==> config.mk <==
export PLATFORM = sky130hd
export DESIGN_NAME = intraloop_scheduler
export DESIGN_NICKNAME = d
export VERILOG_FILES = /design/src/rtl/intraloop_scheduler.sv
export SDC_FILE = /design/constraint.sdc
export NUM_CORES = 1
export LEC_CHECK = 0
export ABC_CLOCK_PERIOD_IN_PS = 4500
export BUFFER_PORTS_ARGS = -buffer_cell sky130_fd_sc_hd__buf_4
export CAP_MARGIN = 40
export CORE_UTILIZATION = 57
export CTS_BUF_LIST = sky130_fd_sc_hd__clkbuf_8
export DETAILED_ROUTE_END_ITERATION = 16
export PLACE_DENSITY = 0.91
export SLEW_MARGIN = 20
export SYNTH_ARGS = -nofsm -noshare
export SYNTH_HDL_FRONTEND = slang
export SYNTH_SLANG_ARGS = --single-unit
==> constraint.sdc <==
create_clock -name clk -period 4.5 [get_ports clk]
set_clock_uncertainty 0.15 [all_clocks]
set_input_delay 0.45 -clock clk [delete_from_list [all_inputs] [get_ports clk]]
set_output_delay 0.45 -clock clk [all_outputs]
set_load 0.02 [all_outputs]
==> src/rtl/intraloop_scheduler.sv <==
// rtl/intraloop_scheduler.sv - raster-order macroblock issue controller for the intra-prediction loop.
// Issue is gated by intra neighbour dependencies and an in-flight credit limit; retirement is strictly in order.
module intraloop_scheduler #(
  parameter int MB_COLS      = 4,
  parameter int MB_ROWS      = 2,
  parameter int MAX_INFLIGHT = 4
) (
  input  logic                                  clk,
  input  logic                                  reset,
  input  logic                                  start,
  input  logic                                  retire_valid,
  input  logic [31:0]                           retire_mbnumber,
  output logic                                  pipe_enable,
  output logic                                  issue_valid,
  output logic [31:0]                           mbnumber,
  output logic [$clog2(MAX_INFLIGHT+1)-1:0]     inflight,
  output logic                                  busy,
  output logic                                  frame_done,
  output logic                                  err
);

  localparam int              IW      = $clog2(MAX_INFLIGHT + 1);
  localparam logic [31:0]     TOTAL   = 32'(MB_COLS * MB_ROWS);
  localparam logic [31:0]     COLS    = 32'(MB_COLS);
  localparam logic [IW-1:0]   CREDITS = IW'(MAX_INFLIGHT);

  typedef enum logic [1:0] {IDLE, RUN, DRAIN, DONE} state_t;

  state_t      state, state_next;
  logic [31:0] next_mb, retired, col, row;
  logic        dep_ok, issue, retire_ok, retire_bad;

  // retired > dep, with dep = left neighbour or top-right (top when the frame is one column wide)
  always_comb begin
    dep_ok = 1'b1;
    if (col != 32'd0)
      dep_ok = (retired >= next_mb);
    else if (row != 32'd0) begin
      if (MB_COLS == 1)
        dep_ok = (retired >= next_mb);
      else
        dep_ok = (retired > next_mb - COLS + 32'd1);
    end
  end

  always_comb begin
    issue      = (state == RUN) && (next_mb < TOTAL) && (inflight < CREDITS) && dep_ok;
    retire_ok  = retire_valid && ((state == RUN) || (state == DRAIN)) &&
                 (inflight != '0) && (retire_mbnumber == retired);
    retire_bad = retire_valid && !retire_ok;
  end

  always_ff @(posedge clk or negedge reset) begin
    if (!reset)
      state <= IDLE;
    else
      state <= state_next;
  end

  always_comb begin
    state_next = state;
    case (state)
      IDLE:    if (start) state_next = RUN;
      RUN:     if (issue && (next_mb == TOTAL - 32'd1)) state_next = DRAIN;
      DRAIN:   if (inflight == '0) state_next = DONE;
      DONE:    state_next = IDLE;
      default: state_next = IDLE;
    endcase
  end

  always_comb begin
    pipe_enable = (state == RUN) || (state == DRAIN);
    busy        = (state == RUN) || (state == DRAIN);
    frame_done  = (state == DONE);
  end

  always_ff @(posedge clk or negedge reset) begin
    if (!reset) begin
      issue_valid <= 1'b0;
      mbnumber    <= 32'd0;
      next_mb     <= 32'd0;
      retired     <= 32'd0;
      col         <= 32'd0;
      row         <= 32'd0;
      inflight    <= '0;
      err         <= 1'b0;
    end else begin
      issue_valid <= issue;
      if (issue) begin
        mbnumber <= next_mb;
        next_mb  <= next_mb + 32'd1;
        if (col == COLS - 32'd1) begin
          col <= 32'd0;
          row <= row + 32'd1;
        end else begin
          col <= col + 32'd1;
        end
      end
      if (retire_ok)
        retired <= retired + 32'd1;
      case ({issue, retire_ok})
        2'b10:   inflight <= inflight + 1'b1;
        2'b01:   inflight <= inflight - 1'b1;
        default: inflight <= inflight;
      endcase
      if (retire_bad)
        err <= 1'b1;
      // a new frame starts from a clean slate, including the sticky error
      if ((state == IDLE) && start) begin
        next_mb  <= 32'd0;
        retired  <= 32'd0;
        col      <= 32'd0;
        row      <= 32'd0;
        inflight <= '0;
        err      <= 1'b0;
      end
    end
  end

endmodule

# ---- Word-level counts from Yosys, hierarchy flattened
# Cells that the tools add are included.
dict set report totals {
  reg_bits 167
}
dict set report classes {
  n_mux 20
  n_addsub 8
  n_reduce_logical 23
  n_eq_ne 11
  n_lt_le_gt_ge 4
}
# cell n
set op_table {}
lappend op_table {{two-way mux 32 bit} 10}
lappend op_table {{adder 32 x 1 -> 32 bit, second input constant} 5}
lappend op_table {{nonzero test 32 bit} 2}
lappend op_table {{== test 32 x 2 -> 1 bit, second input constant} 1}
lappend op_table {{== test 32 x 3 -> 1 bit, second input constant} 1}
lappend op_table {{== test 32 bit} 1}
lappend op_table {{greater-or-equal comparator 32 bit} 1}
lappend op_table {{> comparator 32 bit} 1}
lappend op_table {{< comparator 32 x 4 -> 1 bit, second input constant} 1}
lappend op_table {{subtractor 32 x 3 -> 32 bit, second input constant} 1}
lappend op_table {{logical AND 1 bit} 9}
lappend op_table {{one-hot mux 2 bit (4 select lines)} 1}
lappend op_table {{nonzero test 2 bit} 4}
lappend op_table {{== test 2 bit, second input constant} 3}
lappend op_table {{two-way mux 2 bit} 3}
lappend op_table {{one-hot mux 3 bit (2 select lines)} 1}
lappend op_table {{nonzero test 3 bit} 2}
lappend op_table {{== test 2 x 1 -> 1 bit, second input constant} 2}
lappend op_table {{two-way mux 1 bit} 4}
lappend op_table {{!= test 2 x 1 -> 1 bit, second input constant} 2}
lappend op_table {{adder 3 x 1 -> 3 bit, second input constant} 1}
lappend op_table {{zero test 3 bit} 1}
lappend op_table {{< comparator 3 bit, second input constant} 1}
lappend op_table {{two-way mux 3 bit} 1}
lappend op_table {{other kinds (7)} 7}

# ---- Logic depth before layout (Yosys ltp)
# Gate-level depths: netlist of run 1.
dict set report logic_depth {
  depth_word 9
  depth_mapped 22
  ltp_nobuf 20
}

# ---- Worst setup path before layout of run 1
# OpenSTA, ideal clock, no wires.
dict set report synth_path {
  path_kind {register to register}
  startpoint {register next_mb[0]}
  endpoint {register inflight[1]}
  t_required_ps 4281
  path_slack_ps -313
  synth_period_minus_slack_ps 4813
  stages_incl_launch_ff 19
  arrival_ps 4593
  path_buffers 1
  cell_sequence {dfrtp_1 ha_1 nor3_1 and3_1 nand3_1 nor4_1 nand3_1 xnor2_1 ha_1 nand4_1 nor4_1 o41a_1 and4bb_4 or2_1 clkbuf_2 nand2_1 fa_1 or4_1 nand3_1}
}
dict set report synth_via {
  elab_chain_len 9
}
# element line_no
set synth_rtl {}
lappend synth_rtl {{from (decl)} 30} ;# logic [31:0] next_mb, retired, col, row;
lappend synth_rtl {{from (signal assigned)} 91} ;# next_mb <= next_mb + 32'd1;
lappend synth_rtl {{subtractor 32 x 3 -> 32 bit} 42} ;# dep_ok = (retired > next_mb - COLS + 32'd1);
lappend synth_rtl {{adder 32 x 1 -> 32 bit} 42}
lappend synth_rtl {{> comparator 32 bit} 42}
lappend synth_rtl {{two-way mux 1 bit} 38} ;# else if (row != 32'd0) begin
lappend synth_rtl {{two-way mux 1 bit} 36} ;# if (col != 32'd0)
lappend synth_rtl {{logical AND 1 bit *} 47} ;# issue = (state == RUN) && (next_mb < TOTAL) && (inflight < CREDITS) && dep_ok;
lappend synth_rtl {{== test 2 x 1 -> 1 bit or == test 2 bit (tied branches)} 101} ;# case ({issue, retire_ok})
lappend synth_rtl {{one-hot mux 3 bit (2 select lines)} 101}
lappend synth_rtl {{two-way mux 3 bit} 109} ;# if ((state == IDLE) && start) begin
lappend synth_rtl {{to (signal assigned)} 102} ;# 2'b10: inflight <= inflight + 1'b1;
lappend synth_rtl {{to (signal assigned)} 103} ;# 2'b01: inflight <= inflight - 1'b1;
lappend synth_rtl {{to (signal assigned)} 104} ;# default: inflight <= inflight;
lappend synth_rtl {{to (decl)} 16} ;# output logic [$clog2(MAX_INFLIGHT+1)-1:0] inflight,
# Mark *: on every way between the ends. The rest lies on a longest branch, timed or not.
# A chain may end at the register's enable or synchronous reset.

# ---- Worst setup path after layout of run 1
dict set report layout_path {
  startpoint {register next_mb[15]}
  endpoint {register inflight[1]}
}
# Same word-level chain as after synthesis.

==> results by group, run 1 <==
Run status
  – Status: complete, but fails checks
  – Failing checks: setup timing

Final layout
  – Sequential Area: 4180 µm²
  – Share of layout cells above drive strength 1: 22.1%
  – # diodes: 0
  – Nets@finish: 1401
  – Multi-input gate area: 6310 µm²
  – FILL cells: 1106
  – Area growth, synth to finish: 24.1%

Synthesis
  – Synth area leader: dfrtp_1
  – Primary FF master, synth: dfrtp_1
  – Most frequent cells after synthesis: dfrtp_1, nor2_1, nand2_1
  – FF+latch count, synth: 167
  – Post-Syn Area: 10400 µm²
  – Syn avg cell area: 9.01 µm²
  – Yosys cell types: 62
  – Post-Syn Nets: 1268
  – Post-synthesis async set-or-reset flop share: 100%
  – YS warnings: 0
  – Number of enable flip-flop cells after synthesis: 0
  – Seq/Total Area, Yosys: 40.1%
  – Count leader, synth: dfrtp_1
  – Ranking of synthesized cells by area: dfrtp_1, ha_1, nor2_1, xor2_1, xnor2_1
  – Share of the synthesized area in the top cell type: 40.1%
  – Synth Instances: 1156

Global route
  – Pin count of the biggest net entering global routing: 65
  – Vias in the first global route: 9575
  – M3 GR Usage: 6.59%
  – Total grt overflow: 0
  – Total global-route track usage: 33.4%
  – Met1 usage: 44.1%
  – First-pass GRT wire length: 48.6 mm
  – Gr busiest metal: met2
  – Grt met2 use: 53.0%
  – Initial antenna violation count: 3

Clock tree
  – Clock Sinks: 167
  – Worst-path clk slew: 0.11 ns
  – Max Root-Sink Buffers: 2
  – Clk Latency, worst-skew pair: 0.49 ns
  – H-tree depth: 4
  – TritonCTS Buffers: 17
  – CTS tree: done
  – Clk root buf: clkbuf_8

Worst setup path
  – Critical Path AT: 5.49 ns
  – Critical Path Sink Type: register
  – Kind of critical path: reg2reg
  – Max Fanout on Critical Path: 3
  – R2R Path End: inflight[1]
  – FF-to-FF setup slack: -0.71 ns
  – R2R depth: 21
  – Worst flop-to-flop path startpoint: next_mb[15]
  – Req. time, crit path: 4.78 ns
  – Startpoint Class: register

Hold path
  – Hold depth: 3
  – HP Start: retire_valid
  – Worst Hold Class: in2reg
  – WHS Endpoint: err

Timing
  – Hold Violations, Final: 0
  – Min Clock Period, post-route: 5.21 ns
  – Fmax: 192 MHz
  – Worst Hold Slack: 0.110 ns
  – Measured slew at the worst slew-check pin: 0.815 ns
  – Final worst-path cycle share: 116%
  – Max-Slew Margin vs Limit: 45.2%
  – Setup ws final: -0.712 ns
  – Endpoints failing setup: 105
  – Unrepaired setup endpoints after global routing: yes
  – Fin. max-slew vios: 0
  – Post-Route Setup TNS: -38.61 ns

Floorplanning
  – Horiz. Die Dim: 137 µm
  – Site row count: 49
  – Die Area: 18800 µm²
  – I/O Pins: 76
  – Height of the die: 137 µm
  – Initial core utilization: 58.0%
  – Core area: 18000 µm²

Routing
  – WL/cell: 23.0 µm
  – DR vias/cell: 6.85
  – Final wirelength: 35.3 mm
  – Via count: 10500
  – Iter 0 DRT Violations: 1529
  – Drt drc: 0
  – ANT nets after route: 0
  – DR pass1 iterations: 8

Pwr
  – Clock power frac: 41.9%
  – Power per cell area: 211 nW/µm²
  – Sw Share: 26.7%
  – Final Power: 2.73 mW
  – P_sw: 0.729 mW
  – Reg power frac: 54.9%
  – Worst vdd rail ir drop: 0.205 mV
  – P_leak: 6.00 nW
  – Combinational power share: 3.1%
  – Power Internal: 2.00 mW

Placed design
  – Port bufs: 75
  – Post-DP HPWL: 20.0 mm
  – Final RePlAce weighted congestion: 0.931

Flow run
  – Max Cap Violations: 0
final cells by class:
type	count	share of cell area, %
Multi-Input combinational cell	882	48.8
Sequential cell	167	32.3
Timing Repair Buffer	163	11.7
Tap cell	229	2.22
Clock buffer	17	1.81
Inverter	58	1.68
Clock inverter	15	1.44
layer usage:
layer	wire (µm)	vias to the layer above
met1	12700	4961
li1	-	4396
met2	16000	890
met4	2120	2
met5	33	-
met3	4430	239
placed cells by master (no fill, tap or decap), types with 45 or more instances in the layout:
cell type,synthesis,routed
buf_4,2,134
xor2_1,50,50
nand2_1,86,82
ha_1,75,75
nor2_1,127,125
xnor2_1,46,45
nand3_1,58,55
inv_1,58,57
dfrtp_1,167,167
registers in the layout (all words and copies together), names as in the netlist:
signal	count
retired	32
col	32
inflight	3
issue_valid	1
state	2
mbnumber	32
row	32
err	1
next_mb	32
stage by stage:
stage	instances	utilization [%]	setup slack [ns]	instance area, µm²
after floorplan	1156	-	-0.0199	10500
after global placement	1459	64.1	0.0186	11500
after detailed placement	1462	64.4	-0.148	11600
after CTS	1506	68.4	-0.217	12300
after global routing	1531	72.0	-0.880	12900
final	1531	72.0	-0.712	12900
worst max-delay path: stages (launching register included):
cell and delay [ns]:
dfrtp_1 0.40, or4_4 0.55, nor3_4 0.16, buf_6 0.13
nand2_4 0.05, nor2_4 0.15, nand2_2 0.10, nor4_4 0.28
xnor2_1 0.12, ha_1 0.34, nand2_1 0.08, o21ai_0 0.58
nand2b_1 0.21, a31oi_4 0.23, and4bb_4 0.27, or2_1 0.22
nand2_1 0.09, fa_1 0.43, buf_4 0.15, nor3_1 0.26
o21ai_1 0.12, nand3_2 0.08
power by group through the flow:
stage | combinational (mW) | clock, mW | sequential (mW)
2_1_floorplan | 0.0144 | 0 | 1.53
3_3_place_gp | 0.0799 | 0 | 1.53
3_5_place_dp | 0.0842 | 0 | 1.53
4_1_cts | 0.0852 | 1.13 | 1.50
5_1_grt | 0.0938 | 1.20 | 1.50
6_report | 0.0855 | 1.14 | 1.50
how the worst max path moves through the flow:
stage | slack (ns) | cells after the start | start | endpoint
finish | -0.71 | 21 | next_mb[15] | inflight[1]
detailed placement | -0.15 | 17 | next_mb[14] | inflight[1]
global placement | 0.02 | 17 | next_mb[14] | inflight[1]
floorplan | -0.02 | 18 | next_mb[14] | inflight[1]
global route | -0.88 | 21 | next_mb[15] | inflight[1]
CTS | -0.22 | 17 | next_mb[14] | inflight[1]
repair_timing:
| item | 4_1_cts | 5_1_grt |
|---|---|---|
| gates cloned | 4 | 5 |
| hold buffers | 1 | 0 |
| gates resized for setup | 22 | 105 |
| endpoints found under the hold margin | 42 | 0 |
| setup buffers | 7 | 27 |
| endpoints found under the setup margin | 20 | 104 |
| pin swaps | 35 | 78 |
cell families (layout without fill, tap and decap cells):
| kind of cell | Yosys count | in the layout | synth area share, % |
|---|---|---|---|
| flip-flops | 167 | 167 | 40.1 |
| multiplexers | 11 | 11 | 1.07 |
| AND/OR/NAND/NOR | 526 | 526 | 26.7 |
| buffers and inverters | 107 | 253 | 4.23 |
| AO/OA/AOI/OAI | 172 | 172 | 10.4 |
| adder cells (fa/ha/maj) | 76 | 76 | 9.20 |
| XOR/XNOR | 97 | 97 | 8.29 |
No activity file was read; power rests on OpenSTA's default activity.
==> run 2, diff against run 1 <==
GPL_TIMING_DRIVEN = 0   (was unset)
PLACE_DENSITY = 0.75   (was 0.91)
==> run 2 against run 1 <==
Net effect: the flow still finishes with violations (setup timing); sequential cell count unchanged; worst setup slack better by 0.34 ns; clock power rose by 6%; first-iteration DRC count decreased by 32%; final cell count grew 1.4%; register-to-register slack improved by 0.34 ns; total power increased by 2.4%; non-clock buffer count rose by 21; critical path depth is 4 lower; core utilization increased by 0.56 points; largest cell class unchanged.
==> results by group, run 2 (synthesis gave the netlist of run 1 again) <==
Run status
  – Status: complete, but fails checks
  – Failing checks: setup timing

Timing
  – Final worst-path cycle share: 108%
  – Min Clock Period, post-route: 4.88 ns
  – Measured slew at the worst slew-check pin: 0.883 ns
  – Hold Violations, Final: 0
  – Unrepaired setup endpoints after global routing: yes
  – Fin. max-slew vios: 0
  – Setup ws final: -0.375 ns
  – Max-Slew Margin vs Limit: 40.7%
  – Endpoints failing setup: 58
  – Fmax: 205 MHz

Floorplanning
  – Horiz. Die Dim: 137 µm
  – Die Area: 18800 µm²
  – Core area: 18000 µm²
  – Initial core utilization: 58.0%
  – I/O Pins: 76
  – Site row count: 49
  – Height of the die: 137 µm

Final layout
  – Final core area utilization: 72.5%
  – Commonest non-fill, non-tap cell in the layout: dfrtp_1
  – Most frequent cells in the layout: dfrtp_1, nor2_1, buf_4
  – Share of layout cells above drive strength 1: 23.4%
  – Design Area, Final: 13000 µm²
  – Finished Layout Cells: 1552
  – Nets@finish: 1422
  – # diodes: 0
  – Area growth, synth to finish: 25.0%

Pwr
  – Final Power: 2.80 mW
  – Sw Share: 23.8%
  – Power Internal: 2.13 mW
  – Power per cell area: 215 nW/µm²
  – P_sw: 0.665 mW
  – Clock power frac: 43.4%
  – Reg power frac: 53.6%
  – Worst vdd rail ir drop: 0.196 mV
  – P_leak: 6.01 nW
  – Combinational power share: 3.0%

Routing
  – DR pass1 iterations: 8
  – Iter 0 DRT Violations: 1035
  – WL/cell: 20.1 µm
  – DR vias/cell: 6.26
  – Final wirelength: 31.2 mm
  – Drt drc: 0
  – ANT nets after route: 0
  – Via count: 9711

Worst setup path
  – Worst-path cell chain: or4_4 -> nor3_4 -> buf_6 -> nand3_4 -> nor4_4 -> nand3_1 -> xnor2_1 -> ha_1 -> nand4_1 -> nor4_4 -> o41a_1 -> and4bb_4 -> or2_4 -> nand2_2 -> fa_1 -> or4_1 -> nand3_1
  – Kind of critical path: reg2reg
  – Max Fanout on Critical Path: 4
  – Critical Path AT: 5.15 ns
  – Req. time, crit path: 4.77 ns
  – Startpoint Class: register
  – Worst path max stage delay: 0.56 ns
  – Critical Path Sink Type: register
  – Critical-path top delay cell: or4_4

Placed design
  – Placed Instance Area: 11400 µm²
  – Post-Place Cells: 1462
  – Final RePlAce weighted congestion: 0.924
  – Post-DP HPWL: 20.4 mm
  – Port bufs: 75

Global route
  – Total global-route track usage: 33.2%
  – First-pass GRT wire length: 47.8 mm
  – Vias in the first global route: 9164
  – Pin count of the biggest net entering global routing: 96
  – Total grt overflow: 0
  – Initial antenna violation count: 0

Flow run
  – Max Cap Violations: 0

Clock tree
  – Clk Latency, worst-skew pair: 0.49 ns
  – Clock Sinks: 167
  – Clk root buf: clkbuf_8
  – Worst-path clk slew: 0.09 ns
  – CTS tree: done
  – Max Root-Sink Buffers: 2
  – TritonCTS Buffers: 17
  – H-tree depth: 4

Hold path
  – Worst Hold Class: in2reg
-- run 2: final timing paths --
| check | startpoint | end | slack (ns) | depth (start not counted) |
|---|---|---|---|---|
| max in group asynchronous | reset | mbnumber[1] | 2.94 | 3 |
| min reg2reg | mbnumber[0] | mbnumber[0] | 0.34 | 2 |
| max | next_mb[14] | inflight[1] | -0.38 | 17 |
| min | retire_valid | err | 0.12 | 3 |
| max reg2reg | next_mb[14] | inflight[1] | -0.38 | 17 |
| min in group asynchronous | reset | retired[24] | 0.34 | 2 |
-- run 2: cell type report --
type,instances,area [µm²]
fill,1304,4940
sequential,167,4180
timing repair buffer,138,1260
buffer,46,318
tap,229,287
clock inverter,12,164
clock buffer,20,275
inverter,58,218
multi-input combinational,882,6320
-- run 2: metrics by stage --
stage / setup slack, ns / hold WS (ns) / TNS, ns
floorplan: -0.0199 / 0.00441 / -0.0199
global placement: -1.05 / 0.317 / -57.28
detailed placement: -1.07 / 0.298 / -60.88
CTS: -0.356 / 0.109 / -5.62
global route: -0.520 / 0.125 / -15.59
finish: -0.375 / 0.124 / -4.82
-- run 2: critical path: cells and delay by family (launching register included) --
| family | cells | cell delay (ns) |
|---|---|---|
| and+or+nand+nor | 12 | 2.98 |
| adders and majority gates | 2 | 0.71 |
| DFF | 1 | 0.41 |
| AOI/OAI and AO/OA | 1 | 0.27 |
| xor gates and xnor gates | 1 | 0.16 |
| buffers and inverters | 1 | 0.14 |
-- run 2: per-layer routing --
layer / up-vias / track usage (%) / wire (µm)
met5: - / 0 / 0
met1: 4690 / 45.5 / 13300
met2: 458 / 51.6 / 14300
met4: 0 / 13.7 / 1200
met3: 121 / 6.40 / 2370
li1: 4442 / - / -
-- run 2: power groups by stage --
stage	clock network [mW]	logic [mW]	registers [mW]
finish	1.21	0.0829	1.50
global route	1.28	0.0922	1.50
CTS	1.22	0.0844	1.50
detailed placement	0	0.0835	1.53
global placement	0	0.0790	1.53
floorplan	0	0.0144	1.53
-- run 2: repair_timing --
| action | 4_1_cts | 5_1_grt |
|---|---|---|
| hold buffers | 1 | 0 |
| hold endpoints to repair | 72 | 0 |
| gates resized for setup | 130 | 77 |
| gates cloned | 7 | 3 |
| pin swaps | 86 | 67 |
| setup endpoints to repair | 106 | 98 |
| setup buffers | 32 | 24 |
==> run 3, diff against run 2 <==
CORE_UTILIZATION = 35   (was 57)
PLACE_DENSITY = 0.49   (was 0.75)
==> run 3 against run 2 <==
Net effect: the flow still finishes with violations (setup timing); total power is 3.6% lower; clock-buffer cell count is 3 lower; global-route usage is 11 points lower; routed wire length is 5.5% higher; critical path depth stayed put; first-iteration DRC count is 40% lower; maximum frequency is 2.9% higher; clock power is 8% lower; sequential cell count stayed put.
==> results by group, run 3 (synthesis gave the netlist of run 1 again) <==
Run status
  – Status: complete, but fails checks
  – Failing checks: setup timing

Placed design
  – Port bufs: 75
  – Post-DP HPWL: 22.9 mm
  – Final RePlAce weighted congestion: 0.839

Routing
  – DR pass1 iterations: 5
  – Iter 0 DRT Violations: 616
  – WL/cell: 19.3 µm
  – ANT nets after route: 0
  – Final wirelength: 32.9 mm
  – DR vias/cell: 5.39
  – Via count: 9230
  – Drt drc: 0

Flow run
  – Max Cap Violations: 0

Final layout
  – Share of layout cells above drive strength 1: 22.9%
  – Commonest non-fill, non-tap cell in the layout: dfrtp_1
  – Final core area utilization: 46.0%
  – Area growth, synth to finish: 28.2%
  – Nets@finish: 1427
  – # diodes: 0
  – Most frequent cells in the layout: dfrtp_1, nor2_1, buf_4
  – FILL cells: 2828

Timing
  – Fin. max-slew vios: 0
  – Unrepaired setup endpoints after global routing: yes
  – Setup ws final: -0.237 ns
  – Min Clock Period, post-route: 4.74 ns
  – Endpoints failing setup: 52
  – Final worst-path cycle share: 105%
  – Hold Violations, Final: 0
  – Max-Slew Margin vs Limit: 36.7%
  – Measured slew at the worst slew-check pin: 0.941 ns
  – Post-Route Setup TNS: -2.53 ns
  – Fmax: 211 MHz

Hold path
  – WHS Endpoint: err
  – Worst Hold Class: in2reg
  – HP Start: retire_valid
  – Hold depth: 3

Global route
  – Total grt overflow: 0
  – Total global-route track usage: 22.5%
  – First-pass GRT wire length: 52.7 mm
  – Pin count of the biggest net entering global routing: 87
  – Vias in the first global route: 9166
  – Initial antenna violation count: 0

Pwr
  – Worst vdd rail ir drop: 0.145 mV
  – P_leak: 6.07 nW
  – Power per cell area: 202 nW/µm²

Worst setup path
  – Crit path max-delay family: simple AND/OR/NAND/NOR gates
  – Startpoint Class: register
  – Critical-path top delay cell: or4_4
  – Kind of critical path: reg2reg
  – Critical Path AT: 5.03 ns
  – Worst flop-to-flop path startpoint: next_mb[14]
  – R2R Path End: inflight[1]
  – Worst-path cell chain: or4_4 -> nor3_4 -> buf_6 -> nand3_4 -> nor4_4 -> nand3_1 -> xnor2_1 -> ha_1 -> nand4_1 -> nor4_4 -> o41a_1 -> and4bb_4 -> or2_4 -> nand2_2 -> fa_2 -> or4_4 -> nand3_2
  – Worst path max stage delay: 0.57 ns
  – FF-to-FF setup slack: -0.24 ns
  – Max Fanout on Critical Path: 4
  – Req. time, crit path: 4.79 ns
  – Worst Path Buf+Inv: 1
  – Critical Path Sink Type: register
  – R2R depth: 17

Floorplanning
  – Horiz. Die Dim: 175 µm
  – Initial core utilization: 35.9%
  – Die Area: 30500 µm²
  – Height of the die: 175 µm
  – Core area: 29000 µm²
  – Site row count: 62
  – I/O Pins: 76

Clock tree
  – Max Root-Sink Buffers: 2
  – Worst-path clk slew: 0.11 ns
  – TritonCTS Buffers: 17
  – Clk Latency, worst-skew pair: 0.50 ns
  – Clock Sinks: 167
  – Clk root buf: clkbuf_8
  – CTS tree: done
  – H-tree depth: 4
-- run 3: cell types whose count changed in the layout (fill, tap and decap cells not counted), moves of 5 or more --
cell     previous run  this run
buf_6              18        11
o21ai_0            20        12
and2_4             24         6
buf_4             108       116
buf_12              3         8
o21ai_1             9        14
and2_1             18        36
-- run 3: per-layer routing --
metal	part of all wire [%]	global-route usage [%]	up-vias	wire length, µm
met5	0	0	-	0
met4	1.2	5.29	0	402
met3	4.5	3.81	26	1470
met2	46	35.2	196	15000
met1	49	32.4	4531	16100
li1	-	-	4477	-
-- run 3: worst register-to-register path, stage by stage (launching register included) --
cell and delay [ns]:
dfrtp_1 0.40, or4_4 0.57, nor3_4 0.17, buf_6 0.13
nand3_4 0.11, nor4_4 0.26, nand3_1 0.13, xnor2_1 0.15
ha_1 0.28, nand4_1 0.16, nor4_4 0.36, o41a_1 0.26
and4bb_4 0.21, or2_4 0.25, nand2_2 0.07, fa_2 0.44
or4_4 0.52, nand3_2 0.07
-- run 3: final cells by class --
cell class	instances	area (µm²)	share of cell area, %
inverter	58	220	1.65
clock inverter	14	163	1.22
buffer	47	352	2.63
timing repair buffer	142	1340	10.0
tap	384	480	3.60
sequential	167	4180	31.3
clock buffer	17	234	1.75
multi-input combinational	882	6390	47.8
-- run 3: what timing repair did --
item,4_1_cts,5_1_grt
endpoints found under the hold margin,81,0
setup buffers,40,21
hold buffers,1,0
gates resized for setup,162,45
endpoints found under the setup margin,106,106
pin swaps,111,28
cloned,9,1
-- run 3: worst max path at each step --
stage / from / end / slack [ns] / cells after the start
6_report: next_mb[14] / inflight[1] / -0.24 / 17
3_5_place_dp: next_mb[7] / inflight[1] / -1.29 / 20
3_3_place_gp: next_mb[7] / inflight[1] / -1.37 / 20
2_1_floorplan: next_mb[14] / inflight[1] / -0.02 / 18
5_1_grt: next_mb[5] / inflight[1] / -0.40 / 19
4_1_cts: next_mb[12] / inflight[1] / -0.42 / 17
-- run 3: report_power, final --
part	switching, mW	leakage [nW]	total [mW]	internal [mW]
clock	0.695	0.200	1.11	0.417
combinational	0.0539	3.95	0.0845	0.0306
sequential	0.00000000000000000983	1.92	1.50	1.50
total	0.749	6.07	2.70	1.95
-- run 3: per-stage QoR --
step	std cells	worst slack (ns)	hold WS [ns]	instance area, µm²	total power, mW
2_1_floorplan	1156	-0.0199	0.00441	10500	1.54
3_3_place_gp	1615	-1.37	0.319	11500	1.61
3_5_place_dp	1618	-1.29	0.322	11600	1.62
4_1_cts	1697	-0.425	0.0365	13100	2.74
5_1_grt	1711	-0.404	0.0634	13400	2.80
6_report	1711	-0.237	0.0682	13400	2.70
